===== src/rtl/instruction_fetch_stage.sv =====
// Instruction fetch stage: credit-limited request generator, in-order response
// tracker with redirect drop counting, and a small {instr, pc} buffer to decode.
module instruction_fetch_stage #(
   parameter logic [63:0] RESET_PC   = 64'h0,
   parameter int unsigned FIFO_DEPTH = 4
) (
   input  logic        clk,
   input  logic        reset_n,
   output logic        imem_req,
   output logic [63:0] imem_addr,
   input  logic        imem_gnt,
   input  logic        imem_rvalid,
   input  logic [31:0] imem_rdata,
   input  logic        branch_taken,
   input  logic [63:0] branch_target,
   output logic        if_valid,
   input  logic        if_ready,
   output logic [31:0] if_instr,
   output logic [63:0] if_pc
);

   localparam int unsigned AW = (FIFO_DEPTH > 1) ? $clog2(FIFO_DEPTH) : 1;
   localparam int unsigned CW = $clog2(FIFO_DEPTH + 1);

   localparam logic [CW-1:0] DEPTH_CNT   = CW'(FIFO_DEPTH);
   localparam logic [CW:0]   DEPTH_SUM   = (CW + 1)'(FIFO_DEPTH);
   localparam logic [CW-1:0] ONE_CNT     = CW'(1);
   localparam logic [AW-1:0] ONE_PTR     = AW'(1);
   localparam logic [63:0]   START_PC    = {RESET_PC[63:2], 2'b00};
   localparam logic [31:0]   NOP_INSTR   = 32'h0000_0013;

   // Fetch-side state
   logic [63:0]   fetch_pc;
   logic [63:0]   resp_pc;
   logic [CW-1:0] outstanding;
   logic [CW-1:0] drop_cnt;

   // Instruction buffer
   logic [31:0]   instr_mem [FIFO_DEPTH];
   logic [63:0]   pc_mem    [FIFO_DEPTH];
   logic [AW-1:0] wr_ptr;
   logic [AW-1:0] rd_ptr;
   logic [CW-1:0] fifo_cnt;

   // Next-state / handshake terms
   logic          req_xfer;
   logic          rsp_seen;
   logic          push;
   logic          pop;
   logic          fifo_full;
   logic          credit_ok;
   logic [63:0]   redirect_pc;
   logic [CW-1:0] outstanding_nxt;
   logic [CW-1:0] drop_nxt;
   logic [CW-1:0] fifo_cnt_nxt;
   logic          target_lsb_unused;

   assign target_lsb_unused = ^branch_target[1:0];
   assign redirect_pc       = {branch_target[63:2], 2'b00};

   // Credits count both buffered entries and in-flight requests, so every
   // response that will be kept already has a slot reserved for it.
   assign credit_ok = ({1'b0, fifo_cnt} + {1'b0, outstanding}) < DEPTH_SUM;
   assign imem_req  = reset_n && credit_ok;
   assign imem_addr = fetch_pc;

   assign req_xfer  = imem_req && imem_gnt;
   assign rsp_seen  = imem_rvalid && (outstanding != '0);
   assign push      = rsp_seen && (drop_cnt == '0) && !branch_taken;
   assign pop       = if_valid && if_ready;
   assign fifo_full = (fifo_cnt == DEPTH_CNT);

   assign if_valid  = (fifo_cnt != '0);
   assign if_instr  = if_valid ? instr_mem[rd_ptr] : NOP_INSTR;
   assign if_pc     = if_valid ? pc_mem[rd_ptr]    : 64'h0;

   always_comb begin
      outstanding_nxt = outstanding;
      drop_nxt        = drop_cnt;
      fifo_cnt_nxt    = fifo_cnt;

      case ({req_xfer, rsp_seen})
         2'b10:   outstanding_nxt = outstanding + ONE_CNT;
         2'b01:   outstanding_nxt = outstanding - ONE_CNT;
         default: outstanding_nxt = outstanding;
      endcase

      // Everything still in flight after a redirect belongs to the old path.
      if (branch_taken) begin
         drop_nxt = outstanding_nxt;
      end else if (rsp_seen && (drop_cnt != '0)) begin
         drop_nxt = drop_cnt - ONE_CNT;
      end

      case ({push, pop})
         2'b10:   fifo_cnt_nxt = fifo_cnt + ONE_CNT;
         2'b01:   fifo_cnt_nxt = fifo_cnt - ONE_CNT;
         default: fifo_cnt_nxt = fifo_cnt;
      endcase
   end

   // NOTE: state registers use non-blocking assignments so every flop samples
   // the pre-edge values regardless of block ordering.
   always_ff @(posedge clk or negedge reset_n) begin
      if (!reset_n) begin
         fetch_pc    <= START_PC;
         resp_pc     <= START_PC;
         outstanding <= '0;
         drop_cnt    <= '0;
      end else begin
         outstanding <= outstanding_nxt;
         drop_cnt    <= drop_nxt;
         if (branch_taken) begin
            fetch_pc <= redirect_pc;
            resp_pc  <= redirect_pc;
         end else begin
            if (req_xfer) fetch_pc <= fetch_pc + 64'd4;
            if (push)     resp_pc  <= resp_pc + 64'd4;
         end
      end
   end

   always_ff @(posedge clk or negedge reset_n) begin
      if (!reset_n) begin
         wr_ptr   <= '0;
         rd_ptr   <= '0;
         fifo_cnt <= '0;
      end else if (branch_taken) begin
         wr_ptr   <= '0;
         rd_ptr   <= '0;
         fifo_cnt <= '0;
      end else begin
         fifo_cnt <= fifo_cnt_nxt;
         if (push) wr_ptr <= wr_ptr + ONE_PTR;
         if (pop)  rd_ptr <= rd_ptr + ONE_PTR;
      end
   end

   // NOTE: buffer storage is deliberately not reset; fifo_cnt alone decides
   // which entries are valid, and the outputs mux in NOP/0 when empty.
   always_ff @(posedge clk) begin
      if (push) begin
         instr_mem[wr_ptr] <= imem_rdata;
         pc_mem[wr_ptr]    <= resp_pc;
      end
   end

   a_no_push_when_full : assert property (
      @(posedge clk) disable iff (!reset_n) !(push && fifo_full)
   );

endmodule

===== config.mk =====
export PLATFORM = sky130hd
export DESIGN_NAME = instruction_fetch_stage
export DESIGN_NICKNAME = d
export VERILOG_FILES = /design/src/rtl/instruction_fetch_stage.sv
export SDC_FILE = /design/constraint.sdc
export NUM_CORES = 1
export LEC_CHECK = 0
export CAP_MARGIN = 20
export CORE_MARGIN = 10
export CORE_UTILIZATION = 50
export CTS_BUF_LIST = sky130_fd_sc_hd__clkbuf_8
export DETAILED_ROUTE_END_ITERATION = 7
export HOLD_SLACK_MARGIN = 0.06
export PLACE_DENSITY = 0.8
export SLEW_MARGIN = 10
export SYNTH_ARGS = -nofsm -noshare
export SYNTH_HDL_FRONTEND = slang
export SYNTH_SLANG_ARGS = --single-unit

===== constraint.sdc =====
create_clock -name clk -period 4.45 [get_ports clk]
set_clock_uncertainty 0.2 [all_clocks]
set_input_delay 0.89 -clock clk [delete_from_list [all_inputs] [get_ports clk]]
set_output_delay 0.89 -clock clk [all_outputs]
set_load 0.05 [all_outputs]

* Word level (Yosys, flattened, before mapping)
Memory sizes are Yosys's and may differ from the RTL's.
Cells that the tools add are included.
** Word-level totals
- Flip-flop bits (word level) :: 141
- Output and inout port bits :: 162
- Memories kept :: 2
- Memory bits (writable) :: 384
- Bits of input ports :: 102
** Cells by class
- Multiplexer cells :: 17
- Reductions and logical operators :: 17
- Equality and inequality tests :: 4
- Magnitude comparators :: 1
- $add $sub $neg :: 10
** Memory list
- pc_mem :: words 4, bits a word 64, rd ports 1, clocked after Yosys merged registers in 0, write ports 1, RTL line 40 : logic [63:0] pc_mem [FIFO_DEPTH];
- instr_mem :: words 4, bits a word 32, rd ports 1, clocked after Yosys merged registers in 0, write ports 1, RTL line 39 : logic [31:0] instr_mem [FIFO_DEPTH];
** Operator list (count)
- 64-bit two-way mux :: 5
- 64-bit by 3-bit adder with 64-bit output (second input constant) :: 2
- 32-bit two-way mux :: 1
- 3-bit one-hot mux with 2 select lines :: 2
- 3-bit nonzero test :: 4
- 3-bit two-way mux :: 3
- 3-bit by 1-bit subtractor with 3-bit output (second input constant) :: 3
- 2-bit two-way mux :: 4
- 2-bit nonzero test :: 4
- 1-bit logical AND :: 7
- 3-bit by 1-bit adder with 3-bit output (second input constant) :: 2
- 2-bit by 1-bit adder with 2-bit output (second input constant) :: 2
- 3-bit by 3-bit adder with 4-bit output :: 1
- 2-bit by 1-bit == test with 1-bit output (second input constant) :: 2
- 2-bit == test (second input constant) :: 2
- 4-bit by 3-bit < comparator with 1-bit output (second input constant) :: 1
- 3-bit zero test :: 1
- 1-bit two-way mux :: 2
- 1-bit zero test :: 1

* Depth between registers and ports, before layout
Gate-level depths: netlist of run 1.
- Word-level depth :: 7
- Gate-level depth with buffers :: 13
- Mapped depth without buffers :: 12

* Least setup slack after synthesis of run 1
No wires, ideal clock.
- Path type :: input -> register
- From :: in branch_taken
- To :: mem instr_mem[0][0], enable pin
- Buffers on the path :: 3
- Library setup time :: 0.464 ns
- Data required time :: 3.786 ns
- Data arrival time :: 3.991 ns
- Stages :: 5
- Path slack :: -0.205 ns
- Cell sequence :: clkbuf_1 > clkinv_1 > clkbuf_1 > buf_1 > and3_1
** On the way
- Cells in the longest elaborated chain, start to end :: 4
** RTL lines
- start: declaration :: RTL line 14 : input logic branch_taken,
- 1-bit zero test :: RTL line 69 : assign push = rsp_seen && (drop_cnt == '0) && !branch_taken;
- 1-bit logical AND :: RTL line 69
- 1-bit two-way mux :: RTL line 142 : if (push) begin
- 1-bit two-way mux (not written as such) :: RTL line 143 : instr_mem[wr_ptr] <= imem_rdata;
- end: declaration :: RTL line 39
Every way passes these cells.

* Worst setup path in the final report of run 1
- From :: reg fifo_cnt[0]
- To :: out if_pc[31]
** On the way
- Cells in the longest elaborated chain, start to end :: 2
** RTL lines
- start: declaration :: RTL line 43 : logic [CW-1:0] fifo_cnt;
- start signal: assignment :: RTL line 133 : fifo_cnt <= fifo_cnt_nxt;
- 3-bit nonzero test :: RTL line 73 : assign if_valid = (fifo_cnt != '0);
- 64-bit two-way mux :: RTL line 75 : assign if_pc = if_valid ? pc_mem[rd_ptr] : 64'h0;
- end: declaration :: RTL line 19 : output logic [63:0] if_pc
Every way passes these cells.

==> results of run 1 <==
-- how the worst max path moves through the flow --
stage               depth (start not counted)  slack, ns                         to                     from
finish                                      6       0.28                  if_pc[31]  fifo_cnt[0]$_DFFE_PN0P_
global route                                6       0.05                  if_pc[61]  fifo_cnt[0]$_DFFE_PN0P_
CTS                                         6       0.15                  if_pc[55]  fifo_cnt[0]$_DFFE_PN0P_
detailed placement                          4       0.71                if_instr[1]    rd_ptr[0]$_DFFE_PN0P_
global placement                            4       0.74                if_instr[0]    rd_ptr[0]$_DFFE_PN0P_
floorplan                                   5       0.84  instr_mem[0][0]$_DFFE_PP_             branch_taken
-- cell usage in the layout, fill, tap and decap left out, types with 6 or more instances in the layout --
master                            netlist  final
sky130_fd_sc_hd__edfxtp_1             376    376
sky130_fd_sc_hd__clkdlybuf4s50_1        0    254
sky130_fd_sc_hd__dfrtp_1              137    135
sky130_fd_sc_hd__and2_1                95     95
sky130_fd_sc_hd__mux4_2                94     94
sky130_fd_sc_hd__clkbuf_8               3     89
sky130_fd_sc_hd__nor2_1                73     73
sky130_fd_sc_hd__nand2_1               61     61
sky130_fd_sc_hd__nand3_1               60     60
sky130_fd_sc_hd__inv_1                 22     48
sky130_fd_sc_hd__nor3_1                42     42
sky130_fd_sc_hd__nand4_1               37     37
sky130_fd_sc_hd__xnor2_1               34     34
sky130_fd_sc_hd__mux2_2                33     33
sky130_fd_sc_hd__a31oi_1               32     32
sky130_fd_sc_hd__nor4_1                31     31
sky130_fd_sc_hd__and3_1                30     26
sky130_fd_sc_hd__xor2_1                26     26
sky130_fd_sc_hd__o31ai_1               25     25
sky130_fd_sc_hd__a21oi_1               24     24
sky130_fd_sc_hd__buf_4                  5     24
sky130_fd_sc_hd__or4_1                 22     22
sky130_fd_sc_hd__o21ai_0               20     20
sky130_fd_sc_hd__or3_1                 18     18
sky130_fd_sc_hd__and4_1                18     18
sky130_fd_sc_hd__a211oi_1              18     18
sky130_fd_sc_hd__clkinv_1               1     17
sky130_fd_sc_hd__buf_12                 0     16
sky130_fd_sc_hd__ha_1                  11     11
sky130_fd_sc_hd__o31a_1                 9      9
sky130_fd_sc_hd__nand2b_1               9      9
sky130_fd_sc_hd__a311oi_1               9      9
sky130_fd_sc_hd__mux2i_1                8      8
sky130_fd_sc_hd__clkinv_2               0      8
sky130_fd_sc_hd__or2_2                  7      7
sky130_fd_sc_hd__nor3b_1                7      7
sky130_fd_sc_hd__nor2b_1                6      6
-- cell families (layout without fill, tap and decap cells) --
group,after synthesis,after routing,synth area share [%]
mux,135,135,11.30
flops,513,513,64.76
compound gates,153,153,4.531
other cells,1,9,0.01650
simple gates,551,551,14.18
fa+ha+maj,13,13,0.7817
buf+inv,108,467,2.114
xor+xnor,60,60,2.312
-- critical path: stages, from the launching register on --
cell and delay (ns):
sky130_fd_sc_hd__dfrtp_1 0.45, sky130_fd_sc_hd__nor3_1 0.10, sky130_fd_sc_hd__buf_4 0.17, sky130_fd_sc_hd__inv_2 0.27
sky130_fd_sc_hd__buf_12 0.26, sky130_fd_sc_hd__and2_1 0.27, sky130_fd_sc_hd__clkdlybuf4s50_1 0.85
-- routing by layer --
metal,routed length (microns),up-vias,global-route usage [%]
met5,97,-,1.010
met4,1987,6,8.379
met3,6368,130,6.831
met2,27780,763,33.86
met1,23320,7639,28.36
li1,-,6632,-
-- power by group --
part	switching, mW	total, mW	internal, mW
Sequential	0.334	5.80	5.47
Combinational	3.88	6.16	2.27
Clock	1.83	3.74	1.90
Total	6.05	15.7	9.64
-- per-stage QoR --
stage          instance area, sq um  setup slack, ns  util [%]  instances  hold WS [ns]
2_1_floorplan                 22740           0.8409         -       1537        0.3005
3_3_place_gp                  26150           0.7376     57.87       2345        0.3295
3_5_place_dp                  26150           0.7070     57.87       2345        0.3315
4_1_cts                       27700           0.1512     61.29       2496        0.1914
5_1_grt                       27700          0.05337     61.30       2497        0.2273
6_report                      27710           0.2753     61.32       2501        0.1519
-- layout make-up --
type / count / area [sq um] / area share [%]
inverters: 23 / 88.84 / 0.3206
clock inverters: 59 / 285.3 / 1.030
clock buffers: 89 / 1225 / 4.421
diodes: 5 / 12.51 / 0.04516
flip-flops and latches: 513 / 14730 / 53.15
multi-input cells: 916 / 7560 / 27.28
well taps: 600 / 750.7 / 2.709
repair buffers: 296 / 3059 / 11.04
-- cells in the mapped netlist (11+ instances only) --
master and number:
sky130_fd_sc_hd__xor2_1 26, sky130_fd_sc_hd__or3_1 18, sky130_fd_sc_hd__o31ai_1 25, sky130_fd_sc_hd__mux4_2 94
sky130_fd_sc_hd__xnor2_1 34, sky130_fd_sc_hd__nand4_1 37, sky130_fd_sc_hd__mux2_2 33, sky130_fd_sc_hd__inv_1 22
sky130_fd_sc_hd__nor2_1 73, sky130_fd_sc_hd__clkbuf_1 54, sky130_fd_sc_hd__o21ai_0 20, sky130_fd_sc_hd__nor3_1 42
sky130_fd_sc_hd__buf_1 12, sky130_fd_sc_hd__nand2_1 61, sky130_fd_sc_hd__and3_1 30, sky130_fd_sc_hd__a211oi_1 18
sky130_fd_sc_hd__and4_1 18, sky130_fd_sc_hd__ha_1 11, sky130_fd_sc_hd__edfxtp_1 376, sky130_fd_sc_hd__a31oi_1 32
sky130_fd_sc_hd__and2_1 95, sky130_fd_sc_hd__dfrtp_1 137, sky130_fd_sc_hd__nor4_1 31, sky130_fd_sc_hd__or4_1 22
sky130_fd_sc_hd__nand3_1 60, sky130_fd_sc_hd__a21oi_1 24
-- sequential cells by signal, summed over array words and instances (netlist names) --
name         flops
pc_mem         248
instr_mem      128
imem_addr       62
resp_pc         62
drop_cnt         3
fifo_cnt         3
outstanding      3
rd_ptr           2
wr_ptr           2
-- what timing repair did --
action / CTS / global route
gates resized for setup: 0 / 0
setup endpoints to repair: 3 / 0
buffers inserted: 3 / 0
==> flow_summary_export.csv, run 1 <==
group,metric,value,unit
status,run_status,"finished clean",
clocking,hold_buffers,0,
clocking,numCtsBuffers,82,
logic_synthesis,async_reset_ff_share,26.71,%
logic_synthesis,synth_edf_count,376,
timing,setup_total_negative_slack,0,ns
logic_synthesis,synthDominantAreaCellType,"sky130_fd_sc_hd__edfxtp_1",
timing,final_period_minus_worst_setup_slack,4.175,ns
power,total_leakage_power,9.394,nW
timing,timing.final.setup_violations,0,
min_path,timing.hold.worst.class,"input pin to asynchronous set/reset pin",
worst_setup_path,worst_setup_path_end_kind,"output pin",
drt,drtAntennaViolNets,0,
timing,period_utilization,93.81,%
worst_setup_path,timing.critical_path.fanout_max,40,
cells_and_area,final_layout_size_suffix_gt1_share,16.35,%
timing,setup_repair_after_global_routing_missed_its_margin,"false",
drt,num_vias,15170,
floorplanning,fp.coreArea,0.04519,sq mm
clocking,clkLatencyLatePin,0.67,ns
clocking,cts_max_path_buffers,3,
cells_and_area,fill_cells,3310,
logic_synthesis,postSynthRegisterBits,513,
worst_setup_path,setup.reg_to_reg.worst_slack,0.90,ns
worst_setup_path,worstRegToRegCells,6,
timing,max_slew_margin,22.91,%
power,power_density_over_the_cells,566.4,mW/mm^2
clocking,clkTransAtPathRegs,0.06,ns
clocking,cts_tree,"built",
drt,route.detailed.wl_per_inst,23.81,microns
global_route,globalRouteOverflowTotal,0,
logic_synthesis,postSynthAreaPerCell,14.82,sq um
timing,transition_time_of_the_tightest_slew_check_pin,1.146,ns
logic_synthesis,seq_area_frac_synth,64.76,%
floorplanning,floorplan.die_area,0.05438,sq mm
power,report.power.total,15.69,mW
placement,global_placement_routability_congestion,0.8800,
drt,detail_route.vias_per_cell,6.066,
floorplanning,dieHeight,233.2,microns
floorplanning,floorplan.initialDensity,50.30,%
clocking,cts.sinks,513,
run,maxCapViolCount,0,
logic_synthesis,yosysWarningCount,0,
logic_synthesis,number_of_distinct_standard_cells_referenced_by_the_synthesized_netlist,70,
worst_setup_path,worstSetupPathType,"register to output pin",
global_route,grt_pass1_wl,90510,microns
logic_synthesis,synthesis.area,0.02273,sq mm
logic_synthesis,yosysTopAreaCellShare,49.68,%
placement,placement.io_buffers,257,
worst_setup_path,r2r-end,"imem_addr[44]$_DFFE_PN0N_",
floorplanning,std_cell_rows,78,
global_route,first_global_vias,15230,
global_route,track_usage,21.85,%
drt,totalWireLength,59550,microns
timing,slew_viol_final,0,
timing,hold_viol,0,
worst_setup_path,timing.critical_path.arrival,3.08,ns
logic_synthesis,netlist_top_cells_area,"sky130_fd_sc_hd__edfxtp_1 (50%), sky130_fd_sc_hd__dfrtp_1 (15%), sky130_fd_sc_hd__mux4_2 (9.3%)",
clocking,ctsRootBufferMaster,"sky130_fd_sc_hd__clkbuf_8",
drt,number_of_drc_violations_after_detailed_routing,0,
drt,drt_pre_antenna_iters,5,
cells_and_area,area_overhead_vs_synth,21.91,%
logic_synthesis,postSynthCellCount,1534,
worst_setup_path,critical_path.startpoint_type,"register",
worst_setup_path,r2r_start,"fifo_cnt[2]$_DFFE_PN0P_",
worst_setup_path,worst-endpoint-required,3.36,ns
global_route,antenna_found_initial,6,
floorplanning,floorplan.die.width,233.2,microns
placement,post-dp-hpwl,40460,microns
logic_synthesis,yosys_most_used_dff,"sky130_fd_sc_hd__edfxtp_1",
floorplanning,top_level_ports,264,
cells_and_area,finish.net_count,1947,
global_route,grt_start_max_net_pins,138,
drt,dr.first_iter.drc_count,1491,
clocking,cts.htree.levels,3,
timing,max_freq,0.2395,GHz
power,ir_worst_vdd,0.5478,mV
Note: power is estimated with default switching activity, not from simulation.
==> run 2, diff against run 1 <==
- CTS_BUF_LIST: sky130_fd_sc_hd__clkbuf_8 -> unset
- clock period: 4.45 -> 4.05 ns (I/O delays scaled with it)
==> run 2 against run 1 <==
Cell area increased by 1.2%. Die area unchanged. Flip-flop and latch count is the same. Clock power up 30%. Critical path type unchanged.
==> flow_summary_export.csv, run 2 (same netlist as run 1, synthesis figures left out) <==
group,metric,value,unit
global_route,grt_pass1_wl,90910,microns
drt,detail_route.vias_per_cell,6.089,
drt,totalWireLength,59880,microns
global_route,grt_start_max_net_pins,108,
floorplanning,std_cell_rows,78,
worst_setup_path,worstSetupPathType,"register to output pin",
drt,dr.first_iter.drc_count,1551,
worst_setup_path,r2r-end,"drop_cnt[1]$_DFFE_PN0P_",
power,ir_worst_vdd,0.5428,mV
clocking,cts.htree.levels,2,
clocking,numCtsBuffers,50,
drt,number_of_drc_violations_after_detailed_routing,0,
timing,max_slew_margin,30.67,%
cells_and_area,finish.net_count,1919,
cells_and_area,largestRegisters,"pc_mem (248), instr_mem (128)",
min_path,timing.hold.worst.class,"input pin to asynchronous set/reset pin",
run,maxCapViolCount,0,
placement,placement.setup.worst_slack,0.5377,ns
drt,route.detailed.wl_per_inst,24.45,microns
floorplanning,floorplan.initialDensity,50.30,%
status,run_status,"finished clean",
clocking,ctsRootBufferMaster,"sky130_fd_sc_hd__clkbuf_16",
clocking,cts.sinks,513,
global_route,globalRouteOverflowTotal,0,
drt,num_vias,14910,
worst_setup_path,r2r_start,"fifo_cnt[2]$_DFFE_PN0P_",
floorplanning,floorplan.die.width,233.2,microns
cells_and_area,final_common_cell,"sky130_fd_sc_hd__edfxtp_1",
cells_and_area,final_layout_size_suffix_gt1_share,16.41,%
floorplanning,fp.coreArea,0.04519,sq mm
timing,period_utilization,96.91,%
clocking,clkLatencyLatePin,0.60,ns
worst_setup_path,worstRegToRegCells,10,
timing,hold_viol,0,
timing,worst_slack,0.1250,ns
floorplanning,floorplan.die_area,0.05438,sq mm
clocking,clkTransAtPathRegs,0.06,ns
floorplanning,dieHeight,233.2,microns
global_route,track_usage,21.74,%
timing,max_freq,0.2548,GHz
timing,slew_viol_final,0,
timing,timing.final.setup_violations,0,
clocking,hold_buffers,0,
worst_setup_path,critical_path.startpoint_type,"register",
clocking,cts_max_path_buffers,3,
cells_and_area,area_overhead_vs_synth,23.40,%
placement,placement.io_buffers,257,
power,total_leakage_power,10.34,nW
worst_setup_path,worst_setup_path_end_kind,"output pin",
cells_and_area,layout_common_cells,"sky130_fd_sc_hd__edfxtp_1 (376), sky130_fd_sc_hd__clkdlybuf4s50_1 (176), sky130_fd_sc_hd__dfrtp_1 (135), sky130_fd_sc_hd__and2_1 (95), sky130_fd_sc_hd__mux4_2 (94)",
global_route,first_global_vias,14900,
drt,drtAntennaViolNets,0,
drt,drt_pre_antenna_iters,6,
worst_setup_path,setup.reg_to_reg.worst_slack,0.65,ns
timing,setup_total_negative_slack,0,ns
timing,setup_repair_after_global_routing_missed_its_margin,"false",
floorplanning,top_level_ports,264,
power,power_density_over_the_cells,639.2,mW/mm^2
timing,transition_time_of_the_tightest_slew_check_pin,1.040,ns
clocking,post_cts.repair.setup_buffers,0,
placement,global_placement_routability_congestion,0.8900,
worst_setup_path,timing.critical_path.arrival,2.91,ns
global_route,antenna_found_initial,2,
power,report.power.total,17.93,mW
cells_and_area,max_flop_register,"pc_mem",
worst_setup_path,worst-endpoint-required,3.04,ns
placement,post-dp-hpwl,40740,microns
worst_setup_path,timing.critical_path.fanout_max,26,
clocking,cts_tree,"built",
timing,final_period_minus_worst_setup_slack,3.925,ns
cells_and_area,largest_register_ffs,248,
==> run 2: changes by cell type in the layout (fill, tap and decap cells not counted), sizes merged <==
cell and delta:
clkinvlp -3, dlygate4sd2 +9, bufinv +7, dlymetal6s2s +55, buf +18, clkbuf -24
diode -2, clkinv -7, clkdlybuf4s50 -78, inv -27
==> run 2: metrics by stage <==
step	instances	util (%)	hold slack, ns	instance area [sq um]
3_3_place_gp	2352	57.94	0.3312	26180
4_1_cts	2446	61.74	0.2381	27900
3_5_place_dp	2352	57.94	0.3317	26180
2_1_floorplan	1537	-	0.3005	22740
6_report	2449	62.07	0.2352	28050
5_1_grt	2446	62.05	0.2718	28040
==> run 2: worst max path at each step <==
| stage | start | depth (start not counted) | to | slack, ns |
|---|---|---|---|---|
| final | rd_ptr[0]$_DFFE_PN0P_ | 4 | if_pc[15] | 0.13 |
| after global routing | rd_ptr[0]$_DFFE_PN0P_ | 4 | if_pc[16] | 0.0002 |
| after CTS | rd_ptr[0]$_DFFE_PN0P_ | 4 | if_pc[25] | 0.0001 |
| after detailed placement | reset_n | 12 | drop_cnt[2]$_DFFE_PN0P_ | 0.54 |
| after global placement | rd_ptr[0]$_DFFE_PN0P_ | 4 | if_instr[28] | 0.58 |
| after floorplan | branch_taken | 5 | instr_mem[0][0]$_DFFE_PP_ | 0.52 |
==> run 2: final cells by class <==
| type | instances | area, sq um |
|---|---|---|
| fill | 3282 | 17140 |
| sequential | 513 | 14730 |
| multi-input combinational | 916 | 7560 |
| timing repair buffer | 300 | 3184 |
| clock buffer | 65 | 1358 |
| tap | 600 | 750.7 |
| clock inverter | 29 | 367.9 |
| inverter | 23 | 91.34 |
| antenna | 3 | 7.507 |
==> run 2: critical path: stages, from the launching register on <==
cell and delay (ns):
sky130_fd_sc_hd__dfrtp_4 0.60, sky130_fd_sc_hd__buf_12 0.28, sky130_fd_sc_hd__mux4_2 0.53, sky130_fd_sc_hd__and2_1 0.18
sky130_fd_sc_hd__clkdlybuf4s50_1 0.70
==> run 2: power breakdown <==
part           internal, mW  total [mW]  switching, mW
logic                  2.44        6.67           4.23
clock network          2.88        4.87           1.99
registers              6.00        6.38          0.383
==> run 2: timing repair <==
| action | in CTS | in global routing |
|---|---|---|
| endpoints found under the setup margin | 24 | 63 |
| gates cloned | 0 | 0 |
| resized for setup | 10 | 57 |
| pin swaps | 0 | 0 |
==> run 2: routing by layer <==
metal	up-vias	part of all wire [%]	wire (microns)	global-route usage [%]
met1	7632	41	24640	29.47
met3	95	8.6	5164	4.962
met4	2	1.9	1134	5.782
met5	-	0.022	13	0
li1	6550	-	-	-
met2	632	48	28930	34.90
==> run 3, diff against run 2 <==
- SLEW_MARGIN: 10 -> unset
==> results of run 3 <==
No change in the layout: final DEF, timing and power equal those of run 2.
